[src/rtl/alu_mul_sequencer.sv]
// Multi-cycle radix-2 shift-add multiply controller for the execute stage.
// Sequences MUL (unsigned, low word) and MLS (signed, high word), then issues one Rd write-back.
module alu_mul_sequencer #(
    parameter int         WIDTH  = 16,
    parameter logic [5:0] OP_MUL = 6'b100001,
    parameter logic [5:0] OP_MLS = 6'b100010
) (
    input  logic             clk,
    input  logic             reset,
    input  logic             start,
    input  logic [5:0]       decoder_encoded_opcode,
    input  logic [WIDTH-1:0] rddata,
    input  logic [WIDTH-1:0] rs1data,
    input  logic             flush,
    input  logic [7:0]       statusregin,
    output logic             busy,
    output logic             stall,
    output logic             done,
    output logic             wenout,
    output logic [WIDTH-1:0] result,
    output logic [7:0]       statusregout
);

    localparam int                CNT_W    = $clog2(WIDTH);
    localparam logic [CNT_W-1:0] CNT_LAST = CNT_W'(WIDTH - 1);

    typedef enum logic [1:0] {
        ST_IDLE = 2'd0,
        ST_ITER = 2'd1,
        ST_SIGN = 2'd2,
        ST_DONE = 2'd3
    } state_t;

    state_t               state_q, state_d;
    logic [CNT_W-1:0]     count_q, count_d;
    logic [WIDTH-1:0]     mcand_q, mcand_d;
    logic [WIDTH-1:0]     mplier_q, mplier_d;
    logic [2*WIDTH-1:0]   acc_q, acc_d;
    logic                 negate_q, negate_d;
    logic                 is_mls_q, is_mls_d;
    logic                 done_q, done_d;
    logic [WIDTH-1:0]     wb_result_q, wb_result_d;
    logic                 wb_carry_q, wb_carry_d;
    logic [WIDTH-1:0]     result_q, result_d;

    logic                 op_is_mul;
    logic                 op_is_mls;
    logic                 accept;
    logic [WIDTH:0]       iter_sum;
    logic [WIDTH:0]       iter_hi;
    logic [2*WIDTH-1:0]   signed_prod;
    logic                 flag_z;
    logic                 flag_n;
    logic                 flag_c;

    // Magnitude of a two's complement value; the most negative value maps to itself as unsigned.
    function automatic logic [WIDTH-1:0] magnitude(input logic [WIDTH-1:0] v);
        return v[WIDTH-1] ? -v : v;
    endfunction

    assign op_is_mls = (decoder_encoded_opcode == OP_MLS);
    assign op_is_mul = (decoder_encoded_opcode == OP_MUL) || op_is_mls;
    assign accept    = start && (state_q == ST_IDLE) && op_is_mul;

    assign iter_sum    = {1'b0, acc_q[2*WIDTH-1:WIDTH]} + {1'b0, mcand_q};
    assign iter_hi     = mplier_q[0] ? iter_sum : {1'b0, acc_q[2*WIDTH-1:WIDTH]};
    assign signed_prod = negate_q ? -acc_q : acc_q;

    always_comb begin
        state_d     = state_q;
        count_d     = count_q;
        mcand_d     = mcand_q;
        mplier_d    = mplier_q;
        acc_d       = acc_q;
        negate_d    = negate_q;
        is_mls_d    = is_mls_q;
        done_d      = 1'b0;
        wb_result_d = wb_result_q;
        wb_carry_d  = wb_carry_q;
        result_d    = result_q;

        case (state_q)
            ST_IDLE: begin
                if (accept) begin
                    is_mls_d = op_is_mls;
                    mcand_d  = op_is_mls ? magnitude(rddata) : rddata;
                    mplier_d = op_is_mls ? magnitude(rs1data) : rs1data;
                    negate_d = op_is_mls && (rddata[WIDTH-1] ^ rs1data[WIDTH-1]);
                    acc_d    = '0;
                    count_d  = '0;
                    state_d  = ST_ITER;
                end
            end
            ST_ITER: begin
                // Shift {carry, acc, multiplier} right; after WIDTH steps acc holds the full product.
                acc_d    = {iter_hi, acc_q[WIDTH-1:1]};
                mplier_d = {acc_q[0], mplier_q[WIDTH-1:1]};
                count_d  = count_q + CNT_W'(1);
                if (count_q == CNT_LAST) begin
                    state_d = ST_SIGN;
                end
            end
            ST_SIGN: begin
                acc_d       = signed_prod;
                wb_result_d = is_mls_q ? signed_prod[2*WIDTH-1:WIDTH] : signed_prod[WIDTH-1:0];
                wb_carry_d  = (signed_prod[2*WIDTH-1:WIDTH] != '0);
                done_d      = 1'b1;
                state_d     = ST_DONE;
            end
            ST_DONE: begin
                result_d = wb_result_q;
                state_d  = ST_IDLE;
            end
            default: begin
                state_d = ST_IDLE;
            end
        endcase

        // An abort drops whatever is in flight, including a pending write-back.
        if (flush && (state_q != ST_IDLE)) begin
            state_d  = ST_IDLE;
            done_d   = 1'b0;
            result_d = result_q;
        end
    end

    always_ff @(posedge clk) begin
        if (reset) begin
            state_q     <= ST_IDLE;
            count_q     <= '0;
            mcand_q     <= '0;
            mplier_q    <= '0;
            acc_q       <= '0;
            negate_q    <= 1'b0;
            is_mls_q    <= 1'b0;
            done_q      <= 1'b0;
            wb_result_q <= '0;
            wb_carry_q  <= 1'b0;
            result_q    <= '0;
        end else begin
            state_q     <= state_d;
            count_q     <= count_d;
            mcand_q     <= mcand_d;
            mplier_q    <= mplier_d;
            acc_q       <= acc_d;
            negate_q    <= negate_d;
            is_mls_q    <= is_mls_d;
            done_q      <= done_d;
            wb_result_q <= wb_result_d;
            wb_carry_q  <= wb_carry_d;
            result_q    <= result_d;
        end
    end

    // A flush arriving in DONE must still suppress that cycle's write-back.
    assign busy   = (state_q != ST_IDLE);
    assign stall  = busy || accept;
    assign done   = done_q && !flush;
    assign wenout = done;
    assign result = done ? wb_result_q : result_q;

    assign flag_z = (wb_result_q == '0);
    assign flag_n = wb_result_q[WIDTH-1];
    assign flag_c = is_mls_q ? statusregin[2] : wb_carry_q;

    assign statusregout = done ? {statusregin[7:3], flag_c, flag_n, flag_z} : statusregin;

endmodule

[config.mk]
export PLATFORM = sky130hd
export DESIGN_NAME = alu_mul_sequencer
export DESIGN_NICKNAME = d
export VERILOG_FILES = /design/src/rtl/alu_mul_sequencer.sv
export SDC_FILE = /design/constraint.sdc
export NUM_CORES = 1
export LEC_CHECK = 0
export CAP_MARGIN = 0
export CORE_UTILIZATION = 57
export DETAILED_ROUTE_END_ITERATION = 7
export GPL_TIMING_DRIVEN = 0
export PLACE_DENSITY = 0.88
export SYNTH_ARGS = -nofsm -noshare
export SYNTH_HDL_FRONTEND = slang
export SYNTH_SLANG_ARGS = --single-unit
export TNS_END_PERCENT = 50
[constraint.sdc]
create_clock -name clk -period 3.6 [get_ports clk]
set_clock_uncertainty 0.1 [all_clocks]
set_input_delay 0.36 -clock clk [delete_from_list [all_inputs] [get_ports clk]]
set_output_delay 0.36 -clock clk [all_outputs]
set_load 0.01 [all_outputs]
==> results <==
[registers in the layout, indices dropped and copies added, names as in the netlist]
name	cells
negate_q	1
is_mls_q	1
wb_result_q	16
wb_carry_q	1
state_q	2
count_q	4
acc_q	32
result_q	16
mplier_q	16
done_q	1
mcand_q	16
[tightest hold or removal path: cells and delay by family (launching register included)]
| kind | cells | cell delay, ns |
|---|---|---|
| DFF | 1 | 0.31 |
| and+or+nand+nor | 1 | 0.05 |
| AOI/OAI and AO/OA | 1 | 0.05 |
[power by group]
part | internal [mW] | switching (mW) | total, mW
Sequential | 1.19 | 0.0114 | 1.20
Clock | 0.489 | 0.469 | 0.958
Combinational | 0.150 | 0.322 | 0.472
[cell type report]
class | instances | area (um^2)
Sequential cell | 106 | 2120
Fill cell | 1054 | 3810
Timing Repair Buffer | 71 | 711
Tap cell | 147 | 184
Buffer | 68 | 293
Clock inverter | 5 | 38.8
Inverter | 22 | 82.6
Multi-Input combinational cell | 754 | 4530
Clock buffer | 10 | 239
[logic make-up (layout without fill, tap and decap cells)]
kind of cell	Yosys count	in the layout	synth area share [%]
AND/OR/NAND/NOR	381	381	23.9
AO/OA/AOI/OAI	269	269	25.8
flip-flops	106	106	30.2
multiplexers	15	15	2.21
buffers and inverters	90	176	5.34
adder cells (fa/ha/maj)	25	25	4.56
XOR/XNOR	64	64	7.98
[cell usage after synthesis (11+ instances only)]
master,count
xor2_1,37
nor2_1,94
a22oi_1,21
o31ai_1,20
nor3_1,12
o211ai_1,14
nand3_1,18
dfxtp_1,106
nor4_1,11
a211oi_1,29
mux2i_1,11
clkbuf_1,55
inv_1,20
nand2b_1,13
o21ai_0,42
xnor2_1,27
a21oi_1,82
or3_1,12
nand2_1,187
ha_1,24
[routing by layer]
layer  up-vias  global-route usage [%]  wire length [um]
met5         -                       0                 0
met4         0                    13.4               574
met3        56                    5.95              1800
met2       374                    53.5              9450
met1      3441                    40.6              8360
li1       3538                       -                 -
[placed cells by master (no fill, tap or decap), types with 5 or more instances in the layout]
cell / count
or4_1: 5
a22o_1: 6
dfxtp_1: 106
xor2_1: 37
o41ai_1: 5
nand2b_1: 13
or3_1: 12
o21ai_0: 42
clkbuf_1: 55
buf_1: 5
clkdlybuf4s50_1: 71
a22oi_1: 21
nor2b_1: 6
nor3_1: 12
nor2_1: 94
nand4_1: 5
o31ai_1: 20
and3_1: 6
a211oi_1: 29
o211ai_1: 14
nor4_1: 11
inv_1: 20
nand3_1: 18
clkbuf_16: 9
a2bb2oi_1: 6
mux2i_1: 11
ha_1: 24
buf_4: 6
nand2_1: 187
xnor2_1: 27
a21oi_1: 82
[stage by stage]
step           power, mW  setup TNS, ns
6_report            2.63              0
5_1_grt             2.70              0
4_1_cts             2.61              0
3_5_place_dp        1.68       -0.00864
3_3_place_gp        1.67              0
2_1_floorplan       1.48              0
[path summary, 6_finish.rpt]
| path | slack, ns | cells past startpoint | endpoint |
|---|---|---|---|
| max reg2reg | 0.37 | 8 | wb_carry_q |
| max | 0.18 | 5 | stall |
| min | 0.35 | 2 | mplier_q[7] |
| min reg2reg | 0.35 | 2 | mplier_q[7] |
==> impl_results.md <==
* RSZ-0062 raised after global routing: false
* Die width at 113 um
* Tot GR Track Use at roughly a third
* Drt wl/cell at roughly 17 um
* Largest net degree at the start of global routing at 18
* Site Rows at 40
* Layout Nets at around 1100
* Cts repair resizes at 0
* Crit-path max cell delay at around 0.67 ns
* Total global routing overflow at 0
* WP buf/inv at 3
* Post-route cell area at slightly above 8000 um^2
* Die Footprint at approximately 13000 um^2
* Pre-CTS setup slack at -0.00864 ns
* Final Util at around two thirds
* Kind of cell adding the most delay to the critical path: buffers and inverters
* DR DRC count at 0
* # IOs at between 70 and 80
* Crit path from: decoder_encoded_opcode[3]
* Max-slew violation count at 0
* H-tree lvl count at 3
* Worst r2r src: acc_q[11]
* Cts hold-fix bufs at 0
* Dpl cell area at between 7000 and 8000 um^2
* Worst-margin pin slew at around 1.0 ns
* Post-synth top area share at a little under a third
* Clock Sinks at roughly 110
* Netlist cell types at between 60 and 70
* Syn avg cell area at 7.40 um^2
* Final hold vios at 0
* CP max-delay cell: nor4b_1
* First-pass GRT wire length at ~33000 um
* Port Buffers at 71
* Final ANT Viol Nets at 0
* PwrDens at ~320 nW/um^2
* Fmax at approximately 0.29 GHz
* Hold wc startpoint: mplier_q[7]
* Layout area overhead at 16.7%
* Leak Pwr at 2.93 nW
* Drt initial violations at 777
* First-pass DRT Iterations at 4
* Crit-path most repeated cell: clkdlybuf4s50_1
* Hpwl dp at 15100 um
* Sequential-to-total area share from yosys stat at 30.2%
* Synthesized Nets at a little over 1000
* Critical Path AT at between 2 and 3 ns
* Predominant post-synthesis flop cell: dfxtp_1
* Hold Crit Class: register to register
* Yosys Warn Count at 0
* Mapped Cells at between 900 and 1000
* Layout Cells excl Fill at about 1200
* Clock Path Buffers at 2
* Post-CTS Setup Bufs at 0
* Number of global-route vias before repair at approximately 6700
* Max Cap Violations at 0
* CP cell instances: clkdlybuf4s50_1 > nor4b_1 > a31o_2 > clkbuf_1 > clkdlybuf4s50_1
* Cell area after synthesis at roughly 7000 um^2
* Final period utilization at ~95%
* CP Max Fanout at 10
* Worst path required time at 3.14 ns
* DR vias at 7409
* Setup violations, final at 0
* FFs w/ async S/R, synth at 0%
* Clock period minus final worst setup slack at roughly 3.4 ns
* Placer Congestion at roughly 0.97
* Initial Utilization at just under 60%
* Critical Path Sink Type: primary output
* Antenna cell count at 0
* Status: complete, no violations
* Clk_lat worst skew at roughly 0.36 ns
* Dpl cells at 1168
* Core box area at between 10000 and 15000 um^2
* Post-Route WL at between 20000 and 25000 um
* Vias/cell at ~6.3
* EDFF count, synth at 0
* Synth top area cells: dfxtp_1, nand2_1, a21oi_1
* CP Class: input pin to primary output
* Layout cell share with drive strength beyond 1 at about 3.8%
* CP Launch Type: input pin
* Root buf cell: clkbuf_16
* PnR worst setup slack at roughly 0.18 ns
* CTS tree: done
* Hold WS at 0.352 ns
* Top cell type by total area after synthesis: dfxtp_1
* Num CTS Buffers at 9
* Die Height at about 110 um
* Initial antenna violation count at 0
* Clock transition at the registers of the reported paths at 0.07 ns
* Seq cells post-synth at between 100 and 150
* Max-Slew Margin vs Limit at a little under a third
* Maximum vdd drop at around 0.27 mV
(Power assumes the default switching activity.)
